--- src/rtl/sam_pkg.sv ---
// Shared SAM link definitions: transmitter state encoding, header width and
// the length-exponent clamp used by both ends of the link.
package sam_pkg;

    localparam int SAM_N_BITS = 4;

    typedef enum logic [2:0] {
        IDLE,
        CFG_N,
        CFG_D,
        CFG_C,
        DATA_ONES,
        DATA_ZEROS,
        TRAILER
    } sam_state_e;

    function automatic logic [SAM_N_BITS-1:0] sam_clamp(
        input logic [SAM_N_BITS-1:0] n,
        input int unsigned           max_log2
    );
        if (32'(n) > max_log2) begin
            return SAM_N_BITS'(max_log2);
        end
        return n;
    endfunction

endpackage

--- src/rtl/sam_tx_if.sv ---
// Host-side bundle of the SAM transmitter: frame request, payload fields and
// the serial line/status outputs.
interface sam_tx_if #(
    parameter int MAX_LOG2 = 3
);
    import sam_pkg::*;

    localparam int W = 1 << MAX_LOG2;

    logic                  start;
    logic [SAM_N_BITS-1:0] len_log2;
    logic [W-1:0]          cfg_d;
    logic [W-1:0]          cfg_c;
    logic [W-1:0]          msg_in;
    logic                  str;
    logic                  mode;
    logic                  busy;
    logic                  done;

    modport master (
        output start, len_log2, cfg_d, cfg_c, msg_in,
        input  str, mode, busy, done
    );

    modport slave (
        input  start, len_log2, cfg_d, cfg_c, msg_in,
        output str, mode, busy, done
    );

endinterface

--- src/rtl/sam_sym_gen.sv ---
// Width-coded symbol generator: a run of ones then a run of zeros, long/short
// for bit 1 and short/long for bit 0. A new sym_start may land on sym_done.
module sam_sym_gen #(
    parameter int LONG_LEN  = 12,
    parameter int SHORT_LEN = 6
) (
    input  logic clk,
    input  logic reset,
    input  logic sym_start,
    input  logic sym_bit,
    output logic str,
    output logic sym_done
);
    localparam int RUN_W = $clog2(LONG_LEN + 1);
    localparam logic [RUN_W-1:0] LONG_M1  = RUN_W'(LONG_LEN - 1);
    localparam logic [RUN_W-1:0] SHORT_M1 = RUN_W'(SHORT_LEN - 1);

    logic             active_reg;
    logic             ones_reg;
    logic             bit_reg;
    logic [RUN_W-1:0] run_reg;

    always_ff @(posedge clk) begin
        if (reset) begin
            active_reg <= 1'b0;
            ones_reg   <= 1'b0;
            bit_reg    <= 1'b0;
            run_reg    <= '0;
        end else if (sym_start) begin
            active_reg <= 1'b1;
            ones_reg   <= 1'b1;
            bit_reg    <= sym_bit;
            run_reg    <= sym_bit ? LONG_M1 : SHORT_M1;
        end else if (active_reg) begin
            if (run_reg != '0) begin
                run_reg <= run_reg - RUN_W'(1);
            end else if (ones_reg) begin
                ones_reg <= 1'b0;
                run_reg  <= bit_reg ? SHORT_M1 : LONG_M1;
            end else begin
                active_reg <= 1'b0;
            end
        end
    end

    assign str      = ones_reg;
    // Last cycle of the zeros run: the caller may chain the next symbol here.
    assign sym_done = active_reg && !ones_reg && (run_reg == '0);

endmodule

--- src/rtl/sam_tx.sv ---
// SAM link transmitter: header, D and C config fields with mode=1, then a
// width-coded message and a one-cycle trailer. SAM_TX_PARITY_EN appends an even-parity symbol.
module sam_tx
    import sam_pkg::*;
#(
    parameter int MAX_LOG2  = 3,
    parameter int LONG_LEN  = 12,
    parameter int SHORT_LEN = 6
) (
    input  logic     clk,
    input  logic     reset,
    sam_tx_if.slave  bus
);
    localparam int W     = 1 << MAX_LOG2;
    localparam int IDX_W = MAX_LOG2 + 1;

    generate
        if (!(LONG_LEN > SHORT_LEN && SHORT_LEN >= 1 &&
              LONG_LEN + SHORT_LEN >= 10 && LONG_LEN + SHORT_LEN <= 60)) begin : g_bad_len
            $error("sam_tx: symbol run lengths out of range");
        end
        if (MAX_LOG2 < 1 || MAX_LOG2 > 15) begin : g_bad_log2
            $error("sam_tx: MAX_LOG2 out of range");
        end
    endgenerate

    sam_state_e            state_reg;
    logic [SAM_N_BITS-1:0] n_reg;
    logic [W-1:0]          d_reg;
    logic [W-1:0]          c_reg;
    logic [W-1:0]          msg_reg;
    logic [IDX_W-1:0]      idx_reg;
    logic                  str_reg;
    logic                  mode_reg;
    logic                  busy_reg;
    logic                  done_reg;

    logic [SAM_N_BITS-1:0] n_eff;
    logic [IDX_W-1:0]      idx_m1;
    logic [IDX_W-1:0]      l_m1;
    logic                  in_data;
    logic                  sym_start;
    logic                  sym_bit;
    logic                  sym_str;
    logic                  sym_done;

    assign n_eff   = sam_clamp(bus.len_log2, MAX_LOG2);
    assign idx_m1  = idx_reg - IDX_W'(1);
    assign l_m1    = IDX_W'((32'd1 << n_reg) - 32'd1);
    assign in_data = (state_reg == DATA_ONES) || (state_reg == DATA_ZEROS);

`ifdef SAM_TX_PARITY_EN
    logic [W-1:0] len_mask;
    logic         parity_reg;
    logic         par_sent_reg;

    for (genvar gi = 0; gi < W; gi++) begin : g_mask
        assign len_mask[gi] = (gi < (32'd1 << n_eff));
    end
`endif

    always_comb begin
        sym_start = 1'b0;
        sym_bit   = 1'b0;
        if (state_reg == CFG_C && idx_reg == '0) begin
            sym_start = 1'b1;
            sym_bit   = msg_reg[l_m1[MAX_LOG2-1:0]];
        end else if (in_data && sym_done && idx_reg != '0) begin
            sym_start = 1'b1;
            sym_bit   = msg_reg[idx_m1[MAX_LOG2-1:0]];
        end
`ifdef SAM_TX_PARITY_EN
        else if (in_data && sym_done && !par_sent_reg) begin
            sym_start = 1'b1;
            sym_bit   = parity_reg;
        end
`endif
    end

    always_ff @(posedge clk) begin
        if (reset) begin
            state_reg <= IDLE;
            n_reg     <= '0;
            d_reg     <= '0;
            c_reg     <= '0;
            msg_reg   <= '0;
            idx_reg   <= '0;
            str_reg   <= 1'b0;
            mode_reg  <= 1'b0;
            busy_reg  <= 1'b0;
            done_reg  <= 1'b0;
`ifdef SAM_TX_PARITY_EN
            parity_reg   <= 1'b0;
            par_sent_reg <= 1'b0;
`endif
        end else begin
            done_reg <= 1'b0;
            case (state_reg)
                IDLE: begin
                    str_reg  <= 1'b0;
                    mode_reg <= 1'b0;
                    busy_reg <= 1'b0;
                    if (bus.start) begin
                        state_reg <= CFG_N;
                        n_reg     <= n_eff;
                        d_reg     <= bus.cfg_d;
                        c_reg     <= bus.cfg_c;
                        msg_reg   <= bus.msg_in;
                        idx_reg   <= IDX_W'(SAM_N_BITS - 1);
                        str_reg   <= n_eff[SAM_N_BITS-1];
                        mode_reg  <= 1'b1;
                        busy_reg  <= 1'b1;
`ifdef SAM_TX_PARITY_EN
                        parity_reg   <= ^(bus.msg_in & len_mask);
                        par_sent_reg <= 1'b0;
`endif
                    end
                end
                CFG_N: begin
                    if (idx_reg == '0) begin
                        state_reg <= CFG_D;
                        idx_reg   <= l_m1;
                        str_reg   <= d_reg[l_m1[MAX_LOG2-1:0]];
                    end else begin
                        idx_reg <= idx_m1;
                        str_reg <= n_reg[idx_m1[1:0]];
                    end
                end
                CFG_D: begin
                    if (idx_reg == '0) begin
                        state_reg <= CFG_C;
                        idx_reg   <= l_m1;
                        str_reg   <= c_reg[l_m1[MAX_LOG2-1:0]];
                    end else begin
                        idx_reg <= idx_m1;
                        str_reg <= d_reg[idx_m1[MAX_LOG2-1:0]];
                    end
                end
                CFG_C: begin
                    if (idx_reg == '0) begin
                        // sym_start fires this cycle with the message MSB.
                        state_reg <= DATA_ONES;
                        idx_reg   <= l_m1;
                        str_reg   <= 1'b0;
                        mode_reg  <= 1'b0;
                    end else begin
                        idx_reg <= idx_m1;
                        str_reg <= c_reg[idx_m1[MAX_LOG2-1:0]];
                    end
                end
                DATA_ONES, DATA_ZEROS: begin
                    if (sym_done) begin
                        if (sym_start) begin
                            state_reg <= DATA_ONES;
                            if (idx_reg != '0) begin
                                idx_reg <= idx_m1;
                            end
`ifdef SAM_TX_PARITY_EN
                            else begin
                                par_sent_reg <= 1'b1;
                            end
`endif
                        end else begin
                            state_reg <= TRAILER;
                            str_reg   <= 1'b1;
                        end
                    end else if (!sym_str) begin
                        state_reg <= DATA_ZEROS;
                    end
                end
                TRAILER: begin
                    state_reg <= IDLE;
                    str_reg   <= 1'b0;
                    busy_reg  <= 1'b0;
                    done_reg  <= 1'b1;
                end
                default: begin
                    state_reg <= IDLE;
                    str_reg   <= 1'b0;
                    mode_reg  <= 1'b0;
                    busy_reg  <= 1'b0;
                end
            endcase
        end
    end

    sam_sym_gen #(
        .LONG_LEN  (LONG_LEN),
        .SHORT_LEN (SHORT_LEN)
    ) u_sym_gen (
        .clk       (clk),
        .reset     (reset),
        .sym_start (sym_start),
        .sym_bit   (sym_bit),
        .str       (sym_str),
        .sym_done  (sym_done)
    );

    // During data symbols the line follows the generator's registered run.
    assign bus.str  = in_data ? sym_str : str_reg;
    assign bus.mode = mode_reg;
    assign bus.busy = busy_reg;
    assign bus.done = done_reg;

endmodule

--- src/flat_wrapper.sv ---
// flat-port wrapper written by rule: the top's interface ports become plain ports
module sam_tx_flat import sam_pkg::*;
#(
    parameter int MAX_LOG2  = 3,
    parameter int LONG_LEN  = 12,
    parameter int SHORT_LEN = 6
)
  (clk, reset, bus_start, bus_len_log2, bus_cfg_d, bus_cfg_c, bus_msg_in, bus_str, bus_mode, bus_busy, bus_done);
  sam_tx_if #(.MAX_LOG2(MAX_LOG2)) bus_i ();
  input  logic clk;
  input  logic reset;
  input wire logic [$bits(bus_i.start)-1:0] bus_start;
  input wire logic [$bits(bus_i.len_log2)-1:0] bus_len_log2;
  input wire logic [$bits(bus_i.cfg_d)-1:0] bus_cfg_d;
  input wire logic [$bits(bus_i.cfg_c)-1:0] bus_cfg_c;
  input wire logic [$bits(bus_i.msg_in)-1:0] bus_msg_in;
  output wire logic [$bits(bus_i.str)-1:0] bus_str;
  output wire logic [$bits(bus_i.mode)-1:0] bus_mode;
  output wire logic [$bits(bus_i.busy)-1:0] bus_busy;
  output wire logic [$bits(bus_i.done)-1:0] bus_done;
  assign bus_i.start = bus_start;
  assign bus_i.len_log2 = bus_len_log2;
  assign bus_i.cfg_d = bus_cfg_d;
  assign bus_i.cfg_c = bus_cfg_c;
  assign bus_i.msg_in = bus_msg_in;
  assign bus_str = bus_i.str;
  assign bus_mode = bus_i.mode;
  assign bus_busy = bus_i.busy;
  assign bus_done = bus_i.done;
  sam_tx #(.MAX_LOG2(MAX_LOG2), .LONG_LEN(LONG_LEN), .SHORT_LEN(SHORT_LEN)) u_core (.clk(clk), .reset(reset), .bus(bus_i));
endmodule
--- config.mk ---
export PLATFORM = sky130hd
export DESIGN_NAME = sam_tx_flat
export DESIGN_NICKNAME = d
export VERILOG_FILES = /design/src/rtl/sam_pkg.sv /design/src/rtl/sam_tx_if.sv /design/src/rtl/sam_sym_gen.sv /design/src/rtl/sam_tx.sv /design/src/flat_wrapper.sv
export SDC_FILE = /design/constraint.sdc
export NUM_CORES = 1
export LEC_CHECK = 0
export BUFFER_PORTS_ARGS = -buffer_cell sky130_fd_sc_hd__buf_2
export CORE_MARGIN = 2
export CORE_UTILIZATION = 45
export CTS_CLUSTER_DIAMETER = 30
export CTS_CLUSTER_SIZE = 25
export DETAILED_ROUTE_END_ITERATION = 16
export GPL_ROUTABILITY_DRIVEN = 1
export PLACE_DENSITY = 0.65
export SKIP_CTS_REPAIR_TIMING = 1
export SYNTH_ARGS = -nofsm -noshare
export SYNTH_HDL_FRONTEND = slang
export SYNTH_SLANG_ARGS = --single-unit
--- constraint.sdc ---
create_clock -name clk -period 4.23 [get_ports clk]
set_input_delay 0.846 -clock clk [delete_from_list [all_inputs] [get_ports clk]]
set_output_delay 0.846 -clock clk [all_outputs]
set_load 0.05 [all_outputs]
After elaboration in Yosys (flattened, before gate mapping)
Cells that the tools add are included.

cells by class
  reduce and logical (&&, ||, !) cells = 26
  add/sub/neg operators = 3
  shift-type cells = 1
  order comparisons = 4
  eq/ne operators = 16
  multiplexer cells = 61
  bitwise logic cells = 1

operators by type and width
  kind                                                         number
  two-way mux 4 bit                                            13
  two-way mux 1 bit                                            29
  binary-select mux 1 bit (select 3 bit)                       6
  two-way mux 3 bit                                            6
  one-hot mux 3 bit (5 select lines)                           1
  inequality test 2 x 1 -> 1 bit (second input constant)       6
  one-hot mux 4 bit (3 select lines)                           1
  subtractor 4 x 1 -> 4 bit (second input constant)            3
  AND reduction 2 bit                                          5
  AND reduction 5 bit                                          2
  OR reduction 5 bit                                           2
  equality test 3 bit (second input constant)                  3
  zero test 4 bit                                              2
  less-than comparator 3 x 4 -> 1 bit (second input constant)  2
  nonzero test 4 bit                                           2
  equality test 3 x 2 -> 1 bit (second input constant)         2
  inequality test 2 bit (second input constant)                3
  nonzero test 3 bit                                           2
  logical AND 1 bit                                            5
  one-hot mux 1 bit (5 select lines)                           1
  > comparator 4 x 2 -> 1 bit (second input constant)          1
  << shifter 1 x 4 -> 4 bit (first input constant)             1
  equality test 3 x 1 -> 1 bit (second input constant)         1
  zero test 3 bit                                              1
  12 further kinds                                             12

storage, ports and cells
  output and inout port bits = 4
  word-level logic and storage cells = 126
  register bits after elaboration = 46
  input port bits = 31

Longest topological paths before layout
Gate-level depths: netlist (run 1).

  word-level depth = 10
  depth in mapped cells = 10
  gate-level depth less buffers = 8

By module
Synthesis (run 1) repeated with hierarchy kept, for this count alone.

second synthesis, totals
  cells, all modules = 298
  area total of the unflattened synthesis = 2524.9 sq um

modules (own cells, without submodules)
  module       cells each  seq. area each (sq um)  times used  area an instance (sq um)
  sam_tx       257         780.7                   1           2157.1
  sam_sym_gen  41          140.1                   1           367.9

Least setup slack after synthesis (run 1)
OpenSTA, ideal clock, no wires.

  path type = reg2reg
  from = register u_core.idx_reg[0]
  to = register u_core.u_sym_gen.run_reg[3]
  stages on the path, launching flop included = 9
  library setup time = 0.123 ns
  setup slack = 1.746 ns
  arrival = 2.361 ns
  required time = 4.107 ns
  clock period less this slack = 2.484 ns
  buffers on the path = 1
  cell sequence = dfxtp_1 > buf_2 > inv_1 > ha_1 > xnor2_1 > mux4_2 > o2111a_1 > a311oi_1 > o21ai_1

between the ends
  longest elaborated chain between the ends = 7
  elaborated cells between the ends (all ways) = 16
  those cells by class = 1 x add/sub; 8 x mux; 7 x reduce/logical

ends and longest elaborated chain
  item                                     line               RTL
  start: declaration                       sam_tx.sv:32       logic [IDX_W-1:0] idx_reg;
  start signal: assignment                 sam_tx.sv:109      idx_reg <= IDX_W'(SAM_N_BITS - 1);
  start signal: assignment                 sam_tx.sv:122      idx_reg <= l_m1;
  start signal: assignment                 sam_tx.sv:125      idx_reg <= idx_m1;
  subtractor 4 x 1 -> 4 bit                sam_tx.sv:48       assign idx_m1 = idx_reg - IDX_W'(1);
  binary-select mux 1 bit (select 3 bit)   sam_tx.sv:70       sym_bit = msg_reg[idx_m1[MAX_LOG2-1:0]];
  two-way mux 1 bit (not written as such)  sam_tx.sv:70
  two-way mux 1 bit                        sam_tx.sv:68       end else if (in_data && sym_done && idx_reg != '0) begin
  two-way mux 1 bit                        sam_tx.sv:65       if (state_reg == CFG_C && idx_reg == '0) begin
  two-way mux 4 bit                        sam_sym_gen.sv:33  run_reg <= sym_bit ? LONG_M1 : SHORT_M1;
  two-way mux 4 bit                        sam_sym_gen.sv:29  end else if (sym_start) begin
  end signal: assignment                   sam_sym_gen.sv:33
  end signal: assignment                   sam_sym_gen.sv:36  run_reg <= run_reg - RUN_W'(1);
  end signal: assignment                   sam_sym_gen.sv:39  run_reg <= bit_reg ? SHORT_M1 : LONG_M1;
  end: declaration                         sam_sym_gen.sv:21  logic [RUN_W-1:0] run_reg;

Parallel ways exist; a longest one is shown, timed or not. The select of a mux whose other input is x is not followed.
A chain may end at the register's enable or synchronous reset.

Worst setup path after layout (run 1)
Ends and elaborated chain as after synthesis.

==> results of run 1 <==
-- worst paths after layout --
| kind | endpoint | slack (ns) | cells past startpoint |
|---|---|---|---|
| max | u_core.u_sym_gen.run_reg[3]$_SDFFE_PP0P_ | 1.41 | 7 |
| min | u_core.c_reg[2]$_SDFFE_PP0P_ | 0.46 | 2 |
| max reg2reg | u_core.u_sym_gen.run_reg[3]$_SDFFE_PP0P_ | 1.41 | 7 |
| min reg2reg | u_core.c_reg[2]$_SDFFE_PP0P_ | 0.46 | 2 |
-- per-stage QoR --
stage          utilization, %  cells
5_1_grt                 52.56    400
3_5_place_dp            50.44    392
6_report                52.56    400
4_1_cts                 52.56    400
2_1_floorplan               -    311
3_3_place_gp            50.44    392
-- synthesized netlist by cell type, types with 3 or more instances --
| library cell | number |
|---|---|
| a211oi_1 | 6 |
| a21oi_1 | 42 |
| buf_2 | 3 |
| clkbuf_1 | 18 |
| dfxtp_1 | 46 |
| ha_1 | 4 |
| inv_1 | 6 |
| mux4_2 | 6 |
| nand2_1 | 74 |
| nand2b_1 | 7 |
| nand3_1 | 3 |
| nand4b_1 | 3 |
| nor2_1 | 21 |
| nor3_1 | 7 |
| nor3b_1 | 3 |
| o21ai_0 | 8 |
| o22ai_1 | 5 |
-- metal layers --
metal	global-route usage, %	vias up
li1	-	1138
met3	3.837	9
met1	26.98	1024
met4	6.429	0
met2	29.48	45
met5	0	-
-- cell type report --
type | instances | area [µm²] | area share (%)
Clock buffer | 6 | 72.57 | 2.669
Clock inverter | 2 | 37.54 | 1.381
Timing Repair Buffer | 35 | 177.7 | 6.535
Tap cell | 70 | 87.58 | 3.221
Multi-Input combinational cell | 235 | 1400 | 51.50
Sequential cell | 46 | 920.9 | 33.87
Inverter | 6 | 22.52 | 0.8283
-- cells by family after synthesis --
group / share of synthesized area (%)
DFF: 37.74
muxes: 6.872
xor gates and xnor gates: 1.077
AOI/OAI and AO/OA: 21.33
buffers and inverters: 4.974
and+or+nand+nor: 25.95
adders and majority gates: 2.051
-- cell usage in the layout, fill, tap and decap left out, drive strengths merged, types with 2 or more instances in the layout --
cell	instances
a211o	2
a211oi	6
a21oi	42
a311oi	2
a31oi	2
and2	2
buf	35
clkbuf	6
dfxtp	46
ha	4
inv	6
mux2	2
mux4	6
nand2	74
nand2b	7
nand3	3
nand3b	2
nand4	2
nand4b	3
nor2	21
nor2b	2
nor3	8
nor3b	3
nor4	2
o21a	2
o21ai	9
o22ai	5
o41ai	2
or2	2
or3b	2
xor2	2
-- power by group through the flow --
stage	Combinational, µW	Sequential (µW)	Clock, µW
detailed placement	698	643	0
finish	699	632	334
global placement	687	642	0
floorplan	608	586	0
CTS	701	634	337
global route	790	654	354
-- worst max-delay path, delay by kind of cell, from the launching register on --
kind | cells | cell delay (ns)
XOR/XNOR | 1 | 0.43
AO/OA/AOI/OAI | 3 | 0.59
buffers and inverters | 1 | 0.16
flip-flops | 1 | 0.67
multiplexers | 1 | 0.58
adder cells (fa/ha/maj) | 1 | 0.27
==> results.toml, run 1 <==
[pwr]
clockPowerShare_pct = 20.1
total_power_uw = 1665
p_comb_share_pct = 42.0
vdd_drop_max_mv = 0.3121
switchingPower_uw = 686.7
swShare_pct = 41.24
p_seq_share_pct = 38.0
p_leak_uw = 0.001015
p_per_area_nw_per_um2 = 612.4
power.internal_uw = 978.4

[synthesis]
ys_ff_latch = 46
syn_inst = 311
postSynth.asyncResetShare_pct = 0
synth_fp_nets = 346
synth_top_area_share_pct = 37.74
synth_top_cell_by_area = "dfxtp_1"
ys_warn_count = 0
synth_top_flop_cell = "dfxtp_1"
synth_cell_types = 55
avgSynthCellArea_um2 = 7.845
synth_area_leaders = "dfxtp_1 38%, nand2_1 11%, a21oi_1 8.6%"
synth_area_um2 = 2440
synth-seq-area-share_pct = 37.74
synth_enable_flop_cells = 0

[detailed_routing]
routedWlPerCell_um = 13.74
top_layer_used = "met4"
drc = 0
postRouteAntennaNets = 0
drt_iter0_drc = 103
route.met3.wl_um = 234
first_pass_iters = 5
wl_met1_um = 2737
viasPerCell = 5.540
wl_met2_um = 2441
vias = 2216
finalWirelength_um = 5494

[place]
place_worst_setup_slack_ns = 1.406
hpwl_um = 3760
place_area_um2 = 2609
finalWeightedCongestion = 0.8586
portBuffers = 34

[clock_network]
cts.sinks = 46
ctsHtreeMaxLevel = 2
cts_tree = "yes"
cts_buffers = 5
clock_tree.root_cell = "clkbuf_8"
cts_buffer_depth = 2
clk_latency_ns = 0.30
cts.clk_slew.worst_paths_ns = 0.09

[timing]
fin_crit_ns = 2.821
fin_ws_ns = 1.409
relSlewSlack_pct = 24.97
finalSetupViolCount = 0
drv_slew = 0
fin_skew_ns = 0.003199
finalSetupTns_ns = 0
hold_violations = 0
worst_pin_slew_ns = 1.111
max_clock_freq_ghz = 0.3545
period_share_pct = 66.68
hold_ws_ns = 0.4588
rsz0062_at_grt = "no"

[setup_path]
critPathCaptureType = "register"
required_ns = 4.43
cp.arrival_ns = 3.02
slowest_stage = "dfxtp_1"
path_max_fanout = 12
critPathLaunchType = "register"
crit_path_start = "u_core.idx_reg[0]$_SDFFE_PP0P_"
path_cells = "inv_1 -> ha_1 -> xnor2_1 -> mux4_2 -> o2111a_1 -> a311oi_1 -> o21ai_1"
setup.worst_path.class = "register to register"
r2r-start = "u_core.idx_reg[0]$_SDFFE_PP0P_"
cp_slowest_stage_delay_ns = 0.67

[flow_run]
maxCapViolCount = 0

[layout]
area_delta_synth_final_pct = 11.44
diodes = 0
final_area_um2 = 2719
n_fill_cell = 516
nNetsFinal = 364
post_route_cells_drive_above_1_share_pct = 16.67

[global_route]
grt_pass1_wl_um = 9528
gr-total-overflow = 0
grt_pass1_vias = 2015
antenna_found_initial = 0
grt_max_degree = 47
grt_use_total_pct = 19.22

[floorplan]
die_w_um = 77.64
die_h_um = 77.64
core_um2 = 5172
boundaryPins = 35
rows = 26
dieArea_um2 = 6027
initial_core_util_pct = 47.17

[hold_path]
hold_path_startpoint = "u_core.c_reg[2]$_SDFFE_PP0P_"
hold_path.class = "register to register"

[run_status]
status = "finished, final reports clean"
Power figures use the tool's default switching activity.
==> run 2, diff against run 1 <==
- ABC_AREA: unset -> 1
- PLACE_DENSITY: 0.65 -> unset
- clock period: 4.23 -> 2.64 ns (I/O delays scaled with it)
==> run 2 against run 1 <==
Count of clock-buffer cells in the layout increased by 1. Critical path depth shrank 2. Via count increased by 12%. Worst setup slack got worse by 1.0 ns. Non-clock buffer count is 2 higher. Synthesized area increased by 4.8%. Final area rose by 4.4%. Clock power up 35%.
==> results.toml, run 2 <==
[layout]
nNetsFinal = 438
instances_no_fill = 476
diodes = 0
final_common_cell = "nand2_1"
area_delta_synth_final_pct = 11.06
layout_common_cells = "70 x nand2_1, 46 x dfxtp_1, 43 x inv_1, 42 x a21oi_1, 39 x nand3_1"
final_area_um2 = 2839
n_fill_cell = 592
post_route_cells_drive_above_1_share_pct = 17.57

[global_route]
gr-total-overflow = 0
antenna_found_initial = 0
grt_max_degree = 49
grt_pass1_vias = 2419
grt_use_total_pct = 21.96
grt_pass1_wl_um = 11020

[timing]
worst_pin_slew_ns = 0.7553
hold_ws_ns = 0.4620
finalSetupViolCount = 0
drv_slew = 0
period_share_pct = 85.40
fin_crit_ns = 2.255
rsz0062_at_grt = "no"
hold_violations = 0
fin_skew_ns = 0.005073
finalSetupTns_ns = 0
max_clock_freq_ghz = 0.4435
relSlewSlack_pct = 49.47

[setup_path]
crit_path_start = "u_core.state_reg[2]$_SDFFE_PP0P_"
r2r-start = "u_core.state_reg[0]$_SDFFE_PP0P_"
required_ns = 2.11
path_cells = "inv_2 -> nor2_2 -> inv_2 -> o21ai_0 -> buf_2"
ff2ff_path_depth = 6
crit_cells = 5
r2r-end = "u_core.n_reg[1]$_SDFFE_PP0P_"
cp_top_family = "flip-flops"
setup.worst_path.class = "register to primary output"
slowest_stage = "dfxtp_1"
reg2reg_slack_ns = 0.71
cp.arrival_ns = 1.73
cp-endpoint = "bus_str"
path_max_fanout = 10
cp_common_cell = "inv_2"
critPathLaunchType = "register"
critPathBufInv = 3
cp_slowest_stage_delay_ns = 0.58
critPathCaptureType = "primary output"

[clock_network]
ctsHtreeMaxLevel = 2
cts_buffers = 5
cts_buffer_depth = 2
cts.clk_slew.worst_paths_ns = 0.09
clk_latency_ns = 0.30
clock_tree.root_cell = "clkbuf_8"
cts.sinks = 46
cts_tree = "yes"

[synthesis]
syn_inst = 375
synth-seq-area-share_pct = 36.03
synth_area_leaders = "dfxtp_1 36%, nand2_1 10%, a21oi_1 8.2%"
avgSynthCellArea_um2 = 6.817
yosysMostFrequentCell = "nand2_1"
synth_top_flop_cell = "dfxtp_1"
ys_warn_count = 0
postSynth.asyncResetShare_pct = 0
synth_top_cell_by_area = "dfxtp_1"
synth_cell_types = 34
synth_fp_nets = 410
synth_enable_flop_cells = 0
ys_ff_latch = 46
synth_area_um2 = 2556
synthTopCellsByCount = "70 x nand2_1, 46 x dfxtp_1, 43 x inv_1"
synth_top_area_share_pct = 36.03

[pwr]
vdd_drop_max_mv = 0.6125
total_power_uw = 2961
p_per_area_nw_per_um2 = 1043
p_leak_uw = 0.001269

[run_status]
status = "finished, final reports clean"

[detailed_routing]
routedWlPerCell_um = 13.14
drt_iter0_drc = 128
postRouteAntennaNets = 0
vias = 2492
drc = 0
first_pass_iters = 4
viasPerCell = 5.235
finalWirelength_um = 6256

[floorplan]
dieArea_um2 = 6300
core_um2 = 5507
die_w_um = 79.37
die_h_um = 79.37
boundaryPins = 35
rows = 27
initial_core_util_pct = 46.42

[place]
placedCellCount = 468
finalWeightedCongestion = 0.8858
portBuffers = 34
place_area_um2 = 2748
hpwl_um = 4721

[hold_path]
hold_path.class = "register to register"

[flow_run]
maxCapViolCount = 0
-- run 2: cell types whose count changed in the layout (fill, tap and decap cells not counted), sizes merged, moves of 3 or more --
cell	delta
nand3	+36
o21ai	+32
nor2	+8
nor3b	-3
inv	+46
nand3b	+3
a211oi	-4
nand4b	-3
mux4	-6
nand2b	-7
-- run 2: tightest hold or removal path, cell delays in order (launching register included) --
cell     delay, ns
dfxtp_1       0.32
nand2_1       0.06
a21oi_1       0.05
-- run 2: kinds of logic after synthesis --
kind of cell / count (synthesis) / synth area share, %
simple gates: 158 / 29.42
compound gates: 96 / 20.36
buf+inv: 68 / 11.21
flops: 46 / 36.03
fa+ha+maj: 4 / 1.958
xor+xnor: 3 / 1.028
-- run 2: stage by stage --
stage          worst slack [ns]  util (%)
2_1_floorplan            0.2737         -
3_3_place_gp             0.7166     49.90
3_5_place_dp             0.6685     49.90
4_1_cts                  0.3846     51.56
5_1_grt                  0.2142     51.56
6_report                 0.3855     51.56
-- run 2: layout make-up --
class	count	area [µm²]	area share [%]
Clock buffer	7	86.33	3.041
Clock inverter	1	5.005	0.1763
Inverter	52	195.2	6.875
Multi-Input combinational cell	261	1349	47.51
Sequential cell	46	920.9	32.44
Tap cell	72	90.09	3.173
Timing Repair Buffer	37	192.7	6.787
-- run 2: metal layers --
| layer | up-vias | track usage [%] | share of wire, % |
|---|---|---|---|
| met5 | - | 0 | 0 |
| met4 | 0 | 6.724 | 1.7 |
| met3 | 11 | 4.412 | 5.9 |
| met2 | 67 | 35.51 | 44 |
| met1 | 1126 | 29.52 | 48 |
| li1 | 1288 | - | - |
-- run 2: power by group --
part | switching [µW] | internal [µW]
Combinational | 1040 | 501
Clock | 240 | 212
Sequential | 119 | 854
Total | 1390 | 1570
-- run 2: worst min-delay path by stage --
stage | from | end | slack [ns] | cells after the start
floorplan | u_core.msg_reg[5]$_SDFFE_PP0P_ | u_core.msg_reg[5]$_SDFFE_PP0P_ | 0.42 | 2
global placement | u_core.bus.busy$_SDFFE_PP0N_ | u_core.bus.busy$_SDFFE_PP0N_ | 0.45 | 2
detailed placement | u_core.bus.busy$_SDFFE_PP0N_ | u_core.bus.busy$_SDFFE_PP0N_ | 0.45 | 2
CTS | u_core.bus.busy$_SDFFE_PP0N_ | u_core.bus.busy$_SDFFE_PP0N_ | 0.47 | 2
global route | bus_msg_in[6] | u_core.msg_reg[6]$_SDFFE_PP0P_ | 0.49 | 3
finish | u_core.bus.busy$_SDFFE_PP0N_ | u_core.bus.busy$_SDFFE_PP0N_ | 0.46 | 2
==> run 3, diff against run 2 <==
- GPL_ROUTABILITY_DRIVEN: 1 -> 0
- SYNTH_HIERARCHICAL: unset -> 1
==> run 3 against run 2 <==
Via count down 4.1%. Flip-flop and latch count unchanged. Final area up 2.5%. Fmax down 1.2%. Cell count up 1.7%. Die area up 0.28%. First-iteration DRC count down 7.0%. Synthesized cell count up 0.80%. Critical path type is now register to register. Highest routed layer unchanged.
==> results.toml, run 3 <==
[detailed_routing]
viasPerCell = 4.938
routedWlPerCell_um = 12.29
postRouteAntennaNets = 0
drt_iter0_drc = 119
drc = 0
first_pass_iters = 4
vias = 2390
finalWirelength_um = 5947

[setup_path]
slowest_stage = "nor3_1"
critPathLaunchType = "register"
cp_top_family = "simple AND/OR/NAND/NOR gates"
setup.worst_path.class = "register to register"
r2r-end = "u_core/u_sym_gen/run_reg[1]$_SDFFE_PP0P_"
critPathBufInv = 3
critPathCaptureType = "register"
path_max_fanout = 6
cp_common_cell = "nand2_1"
r2r-start = "u_core/u_sym_gen/run_reg[0]$_SDFFE_PP0P_"
cp.arrival_ns = 2.49
crit_cells = 13
reg2reg_slack_ns = 0.36
ff2ff_path_depth = 13
cp_slowest_stage_delay_ns = 0.44
path_cells = "inv_1 -> ha_1 -> nand2_1 -> nor3_1 -> nand3_4 -> nand2_1 -> inv_2 -> nand2_1 -> nand2_4 -> nor2_2 -> inv_1 -> nor2_1 -> nor2_1"
required_ns = 2.84

[global_route]
gr-total-overflow = 0
antenna_found_initial = 0
grt_use_total_pct = 20.29
grt_pass1_wl_um = 10250
grt_max_degree = 27
grt_pass1_vias = 2259

[synthesis]
ys_warn_count = 6
synth_top_area_share_pct = 35.92
synth_area_leaders = "dfxtp_1 36%, nand2_1 16%, a21oi_1 8.2%"
synth_fp_nets = 412
postSynth.asyncResetShare_pct = 0
yosysMostFrequentCell = "nand2_1"
ys_ff_latch = 46
syn_inst = 378
synth-seq-area-share_pct = 35.92
synth_area_um2 = 2564
synth_cell_types = 36
synthTopCellsByCount = "108 x nand2_1, 47 x inv_1, 46 x dfxtp_1"
synth_top_cell_by_area = "dfxtp_1"
synth_enable_flop_cells = 0
synth_top_flop_cell = "dfxtp_1"
avgSynthCellArea_um2 = 6.782

[timing]
fin_skew_ns = 0.003588
fin_crit_ns = 2.282
finalSetupTns_ns = 0
period_share_pct = 86.43
relSlewSlack_pct = 60.39
hold_violations = 0
worst_pin_slew_ns = 0.5936
rsz0062_at_grt = "no"
drv_slew = 0
hold_ws_ns = 0.4600
finalSetupViolCount = 0
max_clock_freq_ghz = 0.4383

[floorplan]
die_h_um = 79.48
dieArea_um2 = 6317
boundaryPins = 35
rows = 27
initial_core_util_pct = 46.56
core_um2 = 5507
die_w_um = 79.48

[pwr]
p_per_area_nw_per_um2 = 1108
vdd_drop_max_mv = 0.4615
total_power_uw = 3225
p_leak_uw = 0.001394

[layout]
nNetsFinal = 445
diodes = 0
area_delta_synth_final_pct = 13.52
layout_common_cells = "108 x nand2_1, 47 x inv_1, 46 x dfxtp_1, 42 x a21oi_1, 34 x buf_2"
final_common_cell = "nand2_1"
post_route_cells_drive_above_1_share_pct = 18.20
final_util_pct = 52.85

[clock_network]
cts.sinks = 46
cts_tree = "yes"
clock_tree.root_cell = "clkbuf_8"
clk_latency_ns = 0.30
cts.clk_slew.worst_paths_ns = 0.09
ctsHtreeMaxLevel = 2
cts_buffers = 5
cts_buffer_depth = 2

[run_status]
status = "finished, final reports clean"

[hold_path]
hold_path.class = "input pin to register"
holdPathStages = 3
hold_path_startpoint = "bus_msg_in[4]"
hold_end = "u_core/msg_reg[4]$_SDFFE_PP0P_"

[place]
hpwl_um = 4452
portBuffers = 34

[flow_run]
maxCapViolCount = 0
run 3: layer usage:
| layer | track usage [%] | vias up | routed length (µm) |
|---|---|---|---|
| li1 | - | 1282 | - |
| met1 | 28.25 | 1067 | 3085 |
| met4 | 6.724 | 0 | 72 |
| met3 | 3.281 | 7 | 189 |
| met5 | 0 | - | 0 |
| met2 | 31.85 | 34 | 2601 |
run 3: cells by family after synthesis:
group,synth area share [%]
adders and majority gates,1.464
buffers and inverters,12.20
and+or+nand+nor,30.26
DFF,35.92
AOI/OAI and AO/OA,18.84
xor gates and xnor gates,1.318
run 3: worst max-delay path by stage:
| stage | endpoint | start | slack, ns |
|---|---|---|---|
| after floorplan | u_core/u_sym_gen/run_reg[1]$_SDFFE_PP0P_ | u_core/idx_reg[0]$_SDFFE_PP0P_ | 0.60 |
| after global placement | u_core/u_sym_gen/run_reg[1]$_SDFFE_PP0P_ | u_core/u_sym_gen/run_reg[0]$_SDFFE_PP0P_ | 0.53 |
| after detailed placement | u_core/u_sym_gen/run_reg[1]$_SDFFE_PP0P_ | u_core/u_sym_gen/run_reg[0]$_SDFFE_PP0P_ | 0.41 |
| after CTS | u_core/u_sym_gen/run_reg[1]$_SDFFE_PP0P_ | u_core/u_sym_gen/run_reg[0]$_SDFFE_PP0P_ | 0.39 |
| after global routing | u_core/u_sym_gen/run_reg[1]$_SDFFE_PP0P_ | u_core/u_sym_gen/run_reg[0]$_SDFFE_PP0P_ | 0.02 |
| final | u_core/u_sym_gen/run_reg[1]$_SDFFE_PP0P_ | u_core/u_sym_gen/run_reg[0]$_SDFFE_PP0P_ | 0.36 |
run 3: stage by stage:
step	area, µm²	std cells	worst slack, ns
floorplan	2564	378	0.6043
global placement	2773	476	0.5283
detailed placement	2773	476	0.4075
CTS	2910	484	0.3867
global route	2910	484	0.01687
finish	2910	484	0.3582
run 3: report_power, final:
group	leakage [µW]	switching [µW]	internal, µW
Clock	0.0000683	252	379
Combinational	0.000948	1080	549
Sequential	0.000378	102	861
Total	0.00139	1440	1790
run 3: cell type report:
type / instances / area, µm²
clock inverters: 3 / 68.82
repair buffers: 40 / 215.2
inverters: 56 / 216.5
clock buffers: 5 / 68.82
multi-input cells: 262 / 1330
fillers: 594 / 2596
well taps: 72 / 90.09
flip-flops and latches: 46 / 920.9
run 3: worst min-delay path: stages:
cell and delay (ns):
buf_2 0.09, nand2_1 0.05, a21oi_1 0.05
